`config.mk`:
```
export PLATFORM = sky130hd
export DESIGN_NAME = ahb_input_stage_dmam_flat
export DESIGN_NICKNAME = d
export VERILOG_FILES = /design/src/rtl/ahb_input_stage_dmam_if.sv /design/src/rtl/ahb_input_stage_dmam.sv /design/src/flat_wrapper.sv
export SDC_FILE = /design/constraint.sdc
export NUM_CORES = 1
export LEC_CHECK = 0
export BUFFER_PORTS_ARGS = -buffer_cell sky130_fd_sc_hd__buf_2
export CELL_PAD_IN_SITES_DETAIL_PLACEMENT = 2
export CELL_PAD_IN_SITES_GLOBAL_PLACEMENT = 2
export CORE_MARGIN = 2
export CORE_UTILIZATION = 30
export CTS_CLUSTER_SIZE = 12
export DETAILED_ROUTE_END_ITERATION = 10
export GPL_ROUTABILITY_DRIVEN = 0
export PLACE_DENSITY = 0.77
export SYNTH_ARGS = -nofsm -noshare
export SYNTH_HDL_FRONTEND = slang
export SYNTH_SLANG_ARGS = --single-unit
```
`constraint.sdc`:
```
create_clock -name HCLK -period 2.4 [get_ports HCLK]
set_input_delay 0.24 -clock HCLK [delete_from_list [all_inputs] [get_ports HCLK]]
set_output_delay 0.24 -clock HCLK [all_outputs]
set_load 0.01 [all_outputs]
```
`src/rtl/ahb_input_stage_dmam_if.sv`:
```
// Bus bundle for one master port of the DMA bus matrix: the master-facing
// AHB address/control signals (xxxS), the address phase passed on to the
// output stages (xxxM), and the request/grant/response wires that connect
// this input stage to the output-stage arbiters.
interface ahb_input_stage_dmam_if #(
    parameter int ADDR_WIDTH = 32
);
    // Master-facing side
    logic                  HSELS;
    logic [ADDR_WIDTH-1:0] HADDRS;
    logic [1:0]            HTRANSS;
    logic                  HWRITES;
    logic [2:0]            HSIZES;
    logic [2:0]            HBURSTS;
    logic [3:0]            HPROTS;
    logic                  HMASTLOCKS;
    logic                  HREADYS;
    logic                  HREADYOUTS;
    logic                  HRESPS;

    // Output-stage side
    logic                  HSELM;
    logic [ADDR_WIDTH-1:0] HADDRM;
    logic [1:0]            HTRANSM;
    logic                  HWRITEM;
    logic [2:0]            HSIZEM;
    logic [2:0]            HBURSTM;
    logic [3:0]            HPROTM;
    logic                  HMASTLOCKM;
    logic                  req_port;
    logic                  active_trans;
    logic                  HREADYM;
    logic                  HRESPM;

    // The input stage itself
    modport slave (
        input  HSELS, HADDRS, HTRANSS, HWRITES, HSIZES, HBURSTS, HPROTS,
               HMASTLOCKS, HREADYS, active_trans, HREADYM, HRESPM,
        output HREADYOUTS, HRESPS, HSELM, HADDRM, HTRANSM, HWRITEM, HSIZEM,
               HBURSTM, HPROTM, HMASTLOCKM, req_port
    );

    // Everything around the input stage (master plus output stages)
    modport master (
        output HSELS, HADDRS, HTRANSS, HWRITES, HSIZES, HBURSTS, HPROTS,
               HMASTLOCKS, HREADYS, active_trans, HREADYM, HRESPM,
        input  HREADYOUTS, HRESPS, HSELM, HADDRM, HTRANSM, HWRITEM, HSIZEM,
               HBURSTM, HPROTM, HMASTLOCKM, req_port
    );
endinterface

```
`src/rtl/ahb_input_stage_dmam.sv`:
```
// Slave-side input stage of the DMA bus matrix (one per master port).
// A new transfer either goes straight through to the output stages on the
// live path, or, when the addressed output stage does not grant it, is
// parked in a holding register while wait states are returned to the
// master. The data-phase response of the selected slave is passed back.
module ahb_input_stage_dmam #(
    parameter int ADDR_WIDTH = 32
) (
    input  logic                  HCLK,
    input  logic                  HRESETn,
    ahb_input_stage_dmam_if.slave bus
);

    localparam logic [1:0] TRANS_IDLE = 2'b00;

    logic                  w_liveValid;
    logic                  w_newTran;
    logic                  w_accepted;

    logic                  w_hselM;
    logic [ADDR_WIDTH-1:0] w_haddrM;
    logic [1:0]            w_htransM;
    logic                  w_hwriteM;
    logic [2:0]            w_hsizeM;
    logic [2:0]            w_hburstM;
    logic [3:0]            w_hprotM;
    logic                  w_hmastlockM;

    logic                  r_pend;
    logic                  r_dataPhase;
    logic [ADDR_WIDTH-1:0] r_haddr;
    logic [1:0]            r_htrans;
    logic                  r_hwrite;
    logic [2:0]            r_hsize;
    logic [2:0]            r_hburst;
    logic [3:0]            r_hprot;
    logic                  r_hmastlock;

    // Bus HREADY qualifies the master's address phase; only NONSEQ/SEQ
    // carry a real transfer.
    assign w_liveValid = bus.HSELS & bus.HREADYS;
    assign w_newTran   = w_liveValid & bus.HTRANSS[1];

    // The output stage takes the presented address phase when it has this
    // port selected, is itself ready, and a real transfer is on offer.
    assign w_accepted  = bus.active_trans & bus.HREADYM & w_htransM[1];

    // Capture the whole address phase of every new transfer so it can be
    // replayed if the output stage cannot take it this cycle.
    always_ff @(posedge HCLK or negedge HRESETn) begin
        if (!HRESETn) begin
            r_haddr     <= '0;
            r_htrans    <= '0;
            r_hwrite    <= 1'b0;
            r_hsize     <= '0;
            r_hburst    <= '0;
            r_hprot     <= '0;
            r_hmastlock <= 1'b0;
        end else if (w_newTran) begin
            r_haddr     <= bus.HADDRS;
            r_htrans    <= bus.HTRANSS;
            r_hwrite    <= bus.HWRITES;
            r_hsize     <= bus.HSIZES;
            r_hburst    <= bus.HBURSTS;
            r_hprot     <= bus.HPROTS;
            r_hmastlock <= bus.HMASTLOCKS;
        end
    end

    // A transfer stays pending from its issue until the cycle it is
    // accepted; the master cannot issue another while one is pending.
    always_ff @(posedge HCLK or negedge HRESETn) begin
        if (!HRESETn) begin
            r_pend <= 1'b0;
        end else begin
            r_pend <= (w_newTran | r_pend) & ~w_accepted;
        end
    end

    // Track whether the addressed slave is in a data phase for this port;
    // it only advances when the output stage's HREADY completes a cycle.
    always_ff @(posedge HCLK or negedge HRESETn) begin
        if (!HRESETn) begin
            r_dataPhase <= 1'b0;
        end else if (bus.HREADYM) begin
            r_dataPhase <= w_accepted;
        end
    end

    // Present either the held address phase or the live one; on the live
    // path an unqualified cycle is shown as IDLE so it cannot be mistaken
    // for a transfer.
    always_comb begin
        w_hselM      = bus.HSELS;
        w_haddrM     = bus.HADDRS;
        w_htransM    = w_liveValid ? bus.HTRANSS : TRANS_IDLE;
        w_hwriteM    = bus.HWRITES;
        w_hsizeM     = bus.HSIZES;
        w_hburstM    = bus.HBURSTS;
        w_hprotM     = bus.HPROTS;
        w_hmastlockM = bus.HMASTLOCKS;
        if (r_pend) begin
            w_hselM      = 1'b1;
            w_haddrM     = r_haddr;
            w_htransM    = r_htrans;
            w_hwriteM    = r_hwrite;
            w_hsizeM     = r_hsize;
            w_hburstM    = r_hburst;
            w_hprotM     = r_hprot;
            w_hmastlockM = r_hmastlock;
        end
    end

    assign bus.HSELM      = w_hselM;
    assign bus.HADDRM     = w_haddrM;
    assign bus.HTRANSM    = w_htransM;
    assign bus.HWRITEM    = w_hwriteM;
    assign bus.HSIZEM     = w_hsizeM;
    assign bus.HBURSTM    = w_hburstM;
    assign bus.HPROTM     = w_hprotM;
    assign bus.HMASTLOCKM = w_hmastlockM;

    // Request arbitration for a new transfer immediately, and keep asking
    // for as long as one is held.
    assign bus.req_port   = w_newTran | r_pend;

    // A held transfer always stalls the master; otherwise the slave's
    // ready is passed through during our data phase.
    assign bus.HREADYOUTS = r_pend ? 1'b0 : (r_dataPhase ? bus.HREADYM : 1'b1);

    // The response only belongs to this master during its own data phase,
    // and a pending transfer must not be aborted by it.
    assign bus.HRESPS     = (r_dataPhase & ~r_pend) ? bus.HRESPM : 1'b0;

endmodule
```
`src/flat_wrapper.sv`:
```
// flat-port wrapper written by rule: the top's interface ports become plain ports
module ahb_input_stage_dmam_flat 
#(
    parameter int ADDR_WIDTH = 32
)
  (HCLK, HRESETn, bus_HSELS, bus_HADDRS, bus_HTRANSS, bus_HWRITES, bus_HSIZES, bus_HBURSTS, bus_HPROTS, bus_HMASTLOCKS, bus_HREADYS, bus_active_trans, bus_HREADYM, bus_HRESPM, bus_HREADYOUTS, bus_HRESPS, bus_HSELM, bus_HADDRM, bus_HTRANSM, bus_HWRITEM, bus_HSIZEM, bus_HBURSTM, bus_HPROTM, bus_HMASTLOCKM, bus_req_port);
  ahb_input_stage_dmam_if #(.ADDR_WIDTH(ADDR_WIDTH)) bus_i ();
  input  logic HCLK;
  input  logic HRESETn;
  input wire logic [$bits(bus_i.HSELS)-1:0] bus_HSELS;
  input wire logic [$bits(bus_i.HADDRS)-1:0] bus_HADDRS;
  input wire logic [$bits(bus_i.HTRANSS)-1:0] bus_HTRANSS;
  input wire logic [$bits(bus_i.HWRITES)-1:0] bus_HWRITES;
  input wire logic [$bits(bus_i.HSIZES)-1:0] bus_HSIZES;
  input wire logic [$bits(bus_i.HBURSTS)-1:0] bus_HBURSTS;
  input wire logic [$bits(bus_i.HPROTS)-1:0] bus_HPROTS;
  input wire logic [$bits(bus_i.HMASTLOCKS)-1:0] bus_HMASTLOCKS;
  input wire logic [$bits(bus_i.HREADYS)-1:0] bus_HREADYS;
  input wire logic [$bits(bus_i.active_trans)-1:0] bus_active_trans;
  input wire logic [$bits(bus_i.HREADYM)-1:0] bus_HREADYM;
  input wire logic [$bits(bus_i.HRESPM)-1:0] bus_HRESPM;
  output wire logic [$bits(bus_i.HREADYOUTS)-1:0] bus_HREADYOUTS;
  output wire logic [$bits(bus_i.HRESPS)-1:0] bus_HRESPS;
  output wire logic [$bits(bus_i.HSELM)-1:0] bus_HSELM;
  output wire logic [$bits(bus_i.HADDRM)-1:0] bus_HADDRM;
  output wire logic [$bits(bus_i.HTRANSM)-1:0] bus_HTRANSM;
  output wire logic [$bits(bus_i.HWRITEM)-1:0] bus_HWRITEM;
  output wire logic [$bits(bus_i.HSIZEM)-1:0] bus_HSIZEM;
  output wire logic [$bits(bus_i.HBURSTM)-1:0] bus_HBURSTM;
  output wire logic [$bits(bus_i.HPROTM)-1:0] bus_HPROTM;
  output wire logic [$bits(bus_i.HMASTLOCKM)-1:0] bus_HMASTLOCKM;
  output wire logic [$bits(bus_i.req_port)-1:0] bus_req_port;
  assign bus_i.HSELS = bus_HSELS;
  assign bus_i.HADDRS = bus_HADDRS;
  assign bus_i.HTRANSS = bus_HTRANSS;
  assign bus_i.HWRITES = bus_HWRITES;
  assign bus_i.HSIZES = bus_HSIZES;
  assign bus_i.HBURSTS = bus_HBURSTS;
  assign bus_i.HPROTS = bus_HPROTS;
  assign bus_i.HMASTLOCKS = bus_HMASTLOCKS;
  assign bus_i.HREADYS = bus_HREADYS;
  assign bus_i.active_trans = bus_active_trans;
  assign bus_i.HREADYM = bus_HREADYM;
  assign bus_i.HRESPM = bus_HRESPM;
  assign bus_HREADYOUTS = bus_i.HREADYOUTS;
  assign bus_HRESPS = bus_i.HRESPS;
  assign bus_HSELM = bus_i.HSELM;
  assign bus_HADDRM = bus_i.HADDRM;
  assign bus_HTRANSM = bus_i.HTRANSM;
  assign bus_HWRITEM = bus_i.HWRITEM;
  assign bus_HSIZEM = bus_i.HSIZEM;
  assign bus_HBURSTM = bus_i.HBURSTM;
  assign bus_HPROTM = bus_i.HPROTM;
  assign bus_HMASTLOCKM = bus_i.HMASTLOCKM;
  assign bus_req_port = bus_i.req_port;
  ahb_input_stage_dmam #(.ADDR_WIDTH(ADDR_WIDTH)) u_core (.HCLK(HCLK), .HRESETn(HRESETn), .bus(bus_i));
endmodule
```
Word level (Yosys, flattened, before mapping):

Cells that the tools add are included.

* memory bits (writable): 0
* register bits after elaboration: 48
* word-level logic and storage cells: 30
* input port bits: 53
* memories kept: 0
* memory bits (read-only): 0
* output and inout bits: 50
* bits in latches: 0

* reduce and logical (&&, ||, !) cells: 0
* order comparisons: 0
* eq/ne operators: 0
* bitwise gates (word level): 9
* mux-type cells: 12
* multipliers: 0
* divide/modulo/power cells: 0
* shifts and indexed selects: 0
* add/subtract/negate cells: 0

Operators with widths (count)
* 32-bit two-way mux: 1
* 1-bit AND: 6
* 1-bit two-way mux: 6
* 3-bit two-way mux: 2
* 2-bit two-way mux: 2
* 4-bit two-way mux: 1
* 1-bit inverter: 2
* 1-bit bitwise OR: 1

Depth between registers and ports, before layout:

Gate-level depths: netlist of run 1.

* word-level depth: 6
* gate-level depth with buffers: 4
* gate-level depth less buffers: 2

Worst setup path before layout of run 1:

No wires, ideal clock.

* kind: register to output
* from: register u_core.r_pend
* to: output port bus_HADDRM[0]
* data arrival time: 1076 ps
* slack: 1084 ps
* cell stages (with the launch flop): 4
* buffers on the path: 2
* data required time: 2160 ps
* cell sequence: dfrtp_1 > buf_2 > buf_2 > mux2_2

* cells in the longest elaborated chain, start to end: 1

RTL lines
* start, declared: RTL line ahb_input_stage_dmam.sv:29 `logic r_pend;`
* start signal, assigned: RTL line ahb_input_stage_dmam.sv:76 `r_pend <= (w_newTran | r_pend) & ~w_accepted;`
* 32-bit two-way mux: RTL line ahb_input_stage_dmam.sv:102 `if (r_pend) begin`
* end, declared: RTL line flat_wrapper.sv:25 `output wire logic [$bits(bus_i.HADDRM)-1:0] bus_HADDRM;`

Every way passes these cells.

Worst setup path in the final report of run 1:

* from: register u_core.r_pend
* to: output port bus_HADDRM[17]

The elaborated chain is that of the path after synthesis.

==> results of run 1 <==
[critical path, delay by kind of cell (launching register included)]
family | cells | cell delay (ns)
flip-flops | 1 | 0.78
buffers and inverters | 2 | 0.41
multiplexers | 1 | 0.35
[layout by cell type (no fill, tap or decap), drive strengths merged]
cell / netlist / layout
nand3: 3 / 3
o21ai: 2 / 2
clkbuf: 1 / 7
nand2: 4 / 4
and3: 1 / 1
buf: 10 / 107
nor2b: 1 / 1
a22o: 1 / 1
mux2: 89 / 89
bufinv: 0 / 1
nand2b: 3 / 3
nor2: 1 / 1
nand4: 1 / 1
o311ai: 1 / 1
dfrtp: 48 / 48
or2: 1 / 1
[how the worst min path moves through the flow]
stage | start | endpoint | cells past startpoint
2_1_floorplan | HRESETn | u_core.r_dataPhase | 0
3_3_place_gp | HRESETn | u_core.r_hwrite | 1
3_5_place_dp | HRESETn | u_core.r_hwrite | 1
4_1_cts | HRESETn | u_core.r_haddr[1] | 1
5_1_grt | HRESETn | u_core.r_hwrite | 1
6_report | HRESETn | u_core.r_haddr[15] | 1
[cell families after synthesis]
group,Yosys count,synth area share
buf+inv,11,0.03162
mux,89,0.4413
flops,48,0.4819
compound gates,4,0.01406
simple gates,15,0.03113
[routing by layer]
metal / share of wire / wire (um) / vias to the layer above / track usage
met5: 0 / 0 / - / 0
met2: 0.53 / 3121 / 56 / 0.2447
met1: 0.41 / 2403 / 884 / 0.1644
met3: 0.060 / 355 / 2 / 0.03241
met4: 0.0031 / 18 / 0 / 0.01812
li1: - / - / 803 / -
[final cells by class]
cell class              count  share of cell area
repair buffers            107              0.1731
clock inverters             1            0.009274
well taps                 105             0.04057
clock buffers               7             0.02975
multi-input cells         108              0.3760
flip-flops and latches     48              0.3713
[state kept, by name, summed over array words and instances, names as in the netlist]
register,flops
u_core.r_dataPhase,1
u_core.r_haddr,32
u_core.r_hburst,3
u_core.r_hmastlock,1
u_core.r_hprot,4
u_core.r_hsize,3
u_core.r_htrans,2
u_core.r_hwrite,1
u_core.r_pend,1
[power groups by stage]
stage               registers [mW]  logic, mW  clock network (mW)
detailed placement            1.07      0.718                   0
global placement              1.06      0.695                   0
finish                        1.06      0.700               0.624
global route                  1.08      0.771               0.679
floorplan                     1.02      0.484                   0
CTS                           1.06      0.720               0.649
==> metrics.md, run 1 <==
| Metric | Value |
|---|---|
| R2R setup slack | `1.03 ns` |
| Die Y | `95.15 um` |
| 1st-pass router iterations | `2` |
| Switching part of the total power | `0.2672` |
| Commonest cells post-synth | `mux2_2, dfrtp_1, mux2_4, buf_2` |
| Final setup fails | `0` |
| Syn Inst Count | `167` |
| CP cell instances | `buf_12 -> mux2_2 -> buf_2` |
| Lkg Pwr | `1.597 nW` |
| Highest-delay cell along the critical path | `dfrtp_2` |
| Most common cell in the netlist | `mux2_2` |
| Crit path from | `u_core.r_pend` |
| Final Hold Viols | `0` |
| Worst-margin pin slew | `0.8639 ns` |
| Core ar. | `8134 um^2` |
| Crit start category | `flip-flop` |
| Worst Hold Class | `in -> async` |
| Fmax | `476.5 MHz` |
| CTS-repair resized insts | `0` |
| Total setup buffers inserted after CTS | `0` |
| Yosys synthesis warning count | `0` |
| I/O Pins | `103` |
| Design Area, Final | `3238 um^2` |
| Filler Cell Count | `863` |
| Total GRT Usage | `0.1344` |
| Crit Reg-Reg Endpoint | `u_core.r_dataPhase` |
| Insertion delay to the later sink of the worst-skew pair | `0.28 ns` |
| Int Pwr | `1.747 mW` |
| Setup Skew | `0.00006939 ns` |
| Combinational share of power | `0.294` |
| H-Tree Level Count | `2` |
| GR Overflow Total | `0` |
| Post-route ant nets | `0` |
| Total power | `2.383 mW` |
| # diodes | `0` |
| Worst slack, placed | `0.5733 ns` |
| Die footprint | `9054 um^2` |
| Die X | `95.15 um` |
| DP Wirelength | `4414 um` |
| I/O Buffers | `102` |
| Flop pwr share | `0.444` |
| Initial core utilization | `0.3064` |
| CTS clk-pin slew, worst paths | `0.09 ns` |
| R2R cell count | `3` |
| Layout cells sized above 1 | `0.7675` |
| Dominant synthesized flop cell | `dfrtp_1` |
| Avg WL per Cell | `15.69 um` |
| Root Driver | `clkbuf_8` |
| Outcome | `completed` |
| Multi-input logic area | `1217 um^2` |
| Number of max-cap violations | `0` |
| Syn_nets | `220` |
| Clk sinks | `48` |
| DRC | `0` |
| Final worst setup slack | `0.3012 ns` |
| Nets@finish | `323` |
| CP max FO | `29` |
| First-pass GRT wire length | `9335 um` |
| NetSw | `0.6367 mW` |
| Crit path DAT | `1.86 ns` |
| Max Buffers Root-to-Sink | `2` |
| RSZ-0062 raised after global routing | `no` |
| Num CTS Buffers | `5` |
| Vias per cell | `4.641` |
| CTS tree | `yes` |
| First DRT Iteration DRCs | `37` |
| CTS Hold Buffers Added | `0` |
| Worst r2r src | `u_core.r_pend` |
| Worst VDD drop | `0.0002842 V` |
| Required time worst endpoint | `2.16 ns` |
| Vias in the first global route | `1,904` |
| Total power per unit cell area | `736.0 nW/um^2` |
| Final min period | `2.099 ns` |
| Max-slew violations | `0` |
| Post-synth top area share | `0.4819` |
| Placed cells | `368` |
| CP endpoint kind | `output port` |
| Yosys reg bits | `48` |
| Setup tns final | `0 ns` |
| Syn Area/Cell | `14.92 um^2` |
| Post-synth ARST share | `1.000` |
| Routed wire length | `5898 um` |
| Largest net degree at the start of global routing | `39` |
| Sequential cell area | `1202 um^2` |
| Final cycle utilization of the critical path | `0.8745` |
| Worst rel slew slack | `0.4240` |
| Crit path to | `bus_HADDRM[17]` |
| Critical path's largest stage delay | `0.78 ns` |
| Hold Worst Slack | `0.06001 ns` |
| Final core utilization | `0.3981` |
| Clock power frac | `0.262` |
| Crit Path Class | `reg -> out` |
| Post-synthesis sequential area ratio | `0.4819` |
| Number of vias in the routed layout | `1,745` |
| Area grow syn2layout | `29.92%` |
| Dominant cells by area after synthesis | `dfrtp_1, mux2_2, mux2_4` |
| Distinct cells, synth | `17` |
| Finished Layout Cells | `376` |
| Initial antenna violation count | `0` |
| Synth Cell Area | `2492 um^2` |
| Yosys top cell by area | `dfrtp_1` |
| Post-synth EDFFs | `0` |
| DP Area | `3112 um^2` |
| Row count | `33` |
No activity file was read; power rests on OpenSTA's default activity.
==> inputs of run 2 (changes only) <==
GPL_TIMING_DRIVEN = 0   (was unset)
PLACE_DENSITY = unset   (was 0.77)
PLACE_DENSITY_LB_ADDON = 0.1   (was unset)
==> run 2 against run 1 <==
Against the previous run:
- clock skew rose by 0.0075 ns
- global-route usage rose by 0.45 points
- critical endpoint is now bus_HSIZEM[2]
- largest cell class unchanged
- sequential share of layout area barely moved
- fmax rose by 10%
- sequential cell count did not move
- clock power fell by 18%
- sequential power barely moved
- critical path depth rose by 1
==> metrics.md, run 2 (synthesized netlist as in run 1, its figures left out) <==
| Metric | Value |
|---|---|
| First-pass GRT wire length | `9763 um (+4.6%)` |
| R2R cell count | `4 (+1)` |
| Most frequent cells in the layout | `buf_2, mux2_2, dfrtp_1, mux2_4, clkbuf_8` |
| Post-route ant nets | `0 (unchanged)` |
| CP max FO | `10 (-66%)` |
| CTS tree | `yes` |
| R2R setup slack | `1.14 ns (+0.11 ns)` |
| Lkg Pwr | `1.607 nW (+0.61%)` |
| Total GRT Usage | `0.1390 (+0.004530)` |
| NetSw | `0.6318 mW (-0.78%)` |
| Total setup buffers inserted after CTS | `0 (unchanged)` |
| Routed wire length | `5919 um (+0.36%)` |
| Die X | `95.15 um (unchanged)` |
| Final cycle utilization of the critical path | `0.7954 (-0.07915)` |
| Register with the most flip-flops | `u_core.r_haddr` |
| Switching part of the total power | `0.2786 (+0.01140)` |
| Setup Skew | `0.007613 ns (+0.007543 ns)` |
| Row count | `33 (unchanged)` |
| I/O Buffers | `102 (unchanged)` |
| Vias per cell | `4.585 (-1.2%)` |
| I/O Pins | `103 (unchanged)` |
| 1st-pass router iterations | `4 (+2)` |
| CTS Hold Buffers Added | `0 (unchanged)` |
| Number of max-cap violations | `0 (unchanged)` |
| DRC | `0 (unchanged)` |
| Largest net degree at the start of global routing | `49 (+26%)` |
| Combinational share of power | `0.321 (+0.027)` |
| Num CTS Buffers | `5 (unchanged)` |
| Core ar. | `8134 um^2 (unchanged)` |
| Number of flip-flops under the largest register name | `32 (unchanged)` |
| Max-slew violations | `0 (unchanged)` |
| Area grow syn2layout | `29.62%` |
| Die footprint | `9054 um^2 (unchanged)` |
| Fmax | `523.9 MHz (+10%)` |
| DP Wirelength | `4369 um (-1.0%)` |
| Worst r2r src | `u_core.r_pend` |
| Design Area, Final | `3231 um^2 (-0.23%)` |
| Final setup fails | `0 (unchanged)` |
| Final Hold Viols | `0 (unchanged)` |
| CP endpoint kind | `output port` |
| Outcome | `completed` |
| CTS-repair resized insts | `0 (unchanged)` |
| Clock power frac | `0.226 (-0.036)` |
| Total power per unit cell area | `702.0 nW/um^2 (-4.6%)` |
| Avg WL per Cell | `15.54 um (-0.96%)` |
| DP Area | `3134 um^2 (+0.72%)` |
| # diodes | `0 (unchanged)` |
| Setup tns final | `0 ns (unchanged)` |
| Required time worst endpoint | `2.16 ns (about the same)` |
| Max Buffers Root-to-Sink | `2 (unchanged)` |
| Worst rel slew slack | `0.2589 (-0.1651)` |
| Flop pwr share | `0.453 (+0.009)` |
| Crit path to | `bus_HSIZEM[2]` |
| Int Pwr | `1.636 mW (-6.3%)` |
| H-Tree Level Count | `2 (unchanged)` |
| Crit path from | `u_core.r_pend` |
| GR Overflow Total | `0 (unchanged)` |
| Total power | `2.268 mW (-4.8%)` |
| Layout cells sized above 1 | `0.7609 (-0.006658)` |
| Worst Hold Class | `in -> async` |
| Clk sinks | `48 (unchanged)` |
| Final min period | `1.909 ns (-0.1900 ns)` |
| Vias in the first global route | `2,000 (+5.0%)` |
| Die Y | `95.15 um (unchanged)` |
| Worst-margin pin slew | `1.112 ns (+0.2477 ns)` |
| First DRT Iteration DRCs | `26 (-30%)` |
| Crit start category | `flip-flop` |
| CTS clk-pin slew, worst paths | `0.09 ns (about the same)` |
| Nets@finish | `329 (+1.9%)` |
| Initial antenna violation count | `0 (unchanged)` |
| Filler Cell Count | `874 (+1.3%)` |
| Root Driver | `clkbuf_8` |
| Number of vias in the routed layout | `1,747 (+0.11%)` |
| RSZ-0062 raised after global routing | `no` |
| Most common cell after layout, fill and taps aside | `buf_2` |
| Crit Path Class | `reg -> out` |
| Insertion delay to the later sink of the worst-skew pair | `0.29 ns (about the same)` |
| Worst VDD drop | `0.0002283 V (-20%)` |
| Registers with the most flip-flops | `u_core.r_haddr (32), u_core.r_hprot (4)` |
| Crit path DAT | `1.67 ns (-0.19 ns)` |
| Crit Reg-Reg Endpoint | `u_core.r_dataPhase` |
| Initial core utilization | `0.3064 (unchanged)` |
## run 2: how the worst min path moves through the flow
stage | end | start | cells past startpoint
finish | u_core.r_hprot[3] | HRESETn | 1
global route | u_core.r_haddr[13] | bus_HADDRS[13] | 2
CTS | u_core.r_haddr[13] | bus_HADDRS[13] | 2
detailed placement | u_core.r_haddr[0] | bus_HADDRS[0] | 2
global placement | u_core.r_haddr[30] | u_core.r_haddr[30] | 1
floorplan | u_core.r_dataPhase | HRESETn | 0
## run 2: metal layers
| metal | part of all wire | wire (um) | GRT usage |
|---|---|---|---|
| met4 | 0.010 | 59 | 0.03623 |
| met5 | 0 | 0 | 0 |
| met1 | 0.42 | 2458 | 0.1748 |
| met2 | 0.50 | 2949 | 0.2324 |
| met3 | 0.076 | 451 | 0.04190 |
## run 2: layout make-up
| class | instances | area [um^2] | area share |
|---|---|---|---|
| repair buffers | 102 | 510.5 | 0.1580 |
| well taps | 105 | 131.4 | 0.04067 |
| clock buffers | 7 | 96.34 | 0.02982 |
| plain buffers | 11 | 78.83 | 0.02440 |
| flip-flops and latches | 48 | 1201 | 0.3718 |
| multi-input cells | 108 | 1212 | 0.3753 |
## run 2: worst max-delay path: stages, from the launching register on
cell,delay [ns]
dfrtp_1,0.32
buf_2,0.22
buf_2,0.31
mux2_2,0.37
buf_2,0.14
## run 2: stage by stage
| step | utilization | hold WS [ns] | std cells | setup WS (ns) |
|---|---|---|---|---|
| 6_report | 0.3972 | 0.1598 | 381 | 0.4911 |
| 5_1_grt | 0.3972 | 0.1661 | 381 | 0.3750 |
| 4_1_cts | 0.3972 | 0.1719 | 381 | 0.4429 |
| 3_5_place_dp | 0.3853 | 0.4903 | 374 | 0.7829 |
| 3_3_place_gp | 0.3853 | 0.4825 | 374 | 0.7920 |
| 2_1_floorplan | - | -0.05559 | 167 | 1.084 |
## run 2: power groups by stage
stage,sequential (mW),clock [mW],combinational (mW)
2_1_floorplan,1.02,0,0.484
3_3_place_gp,1.03,0,0.734
3_5_place_dp,1.04,0,0.744
4_1_cts,1.03,0.549,0.747
5_1_grt,1.05,0.577,0.801
6_report,1.03,0.513,0.727
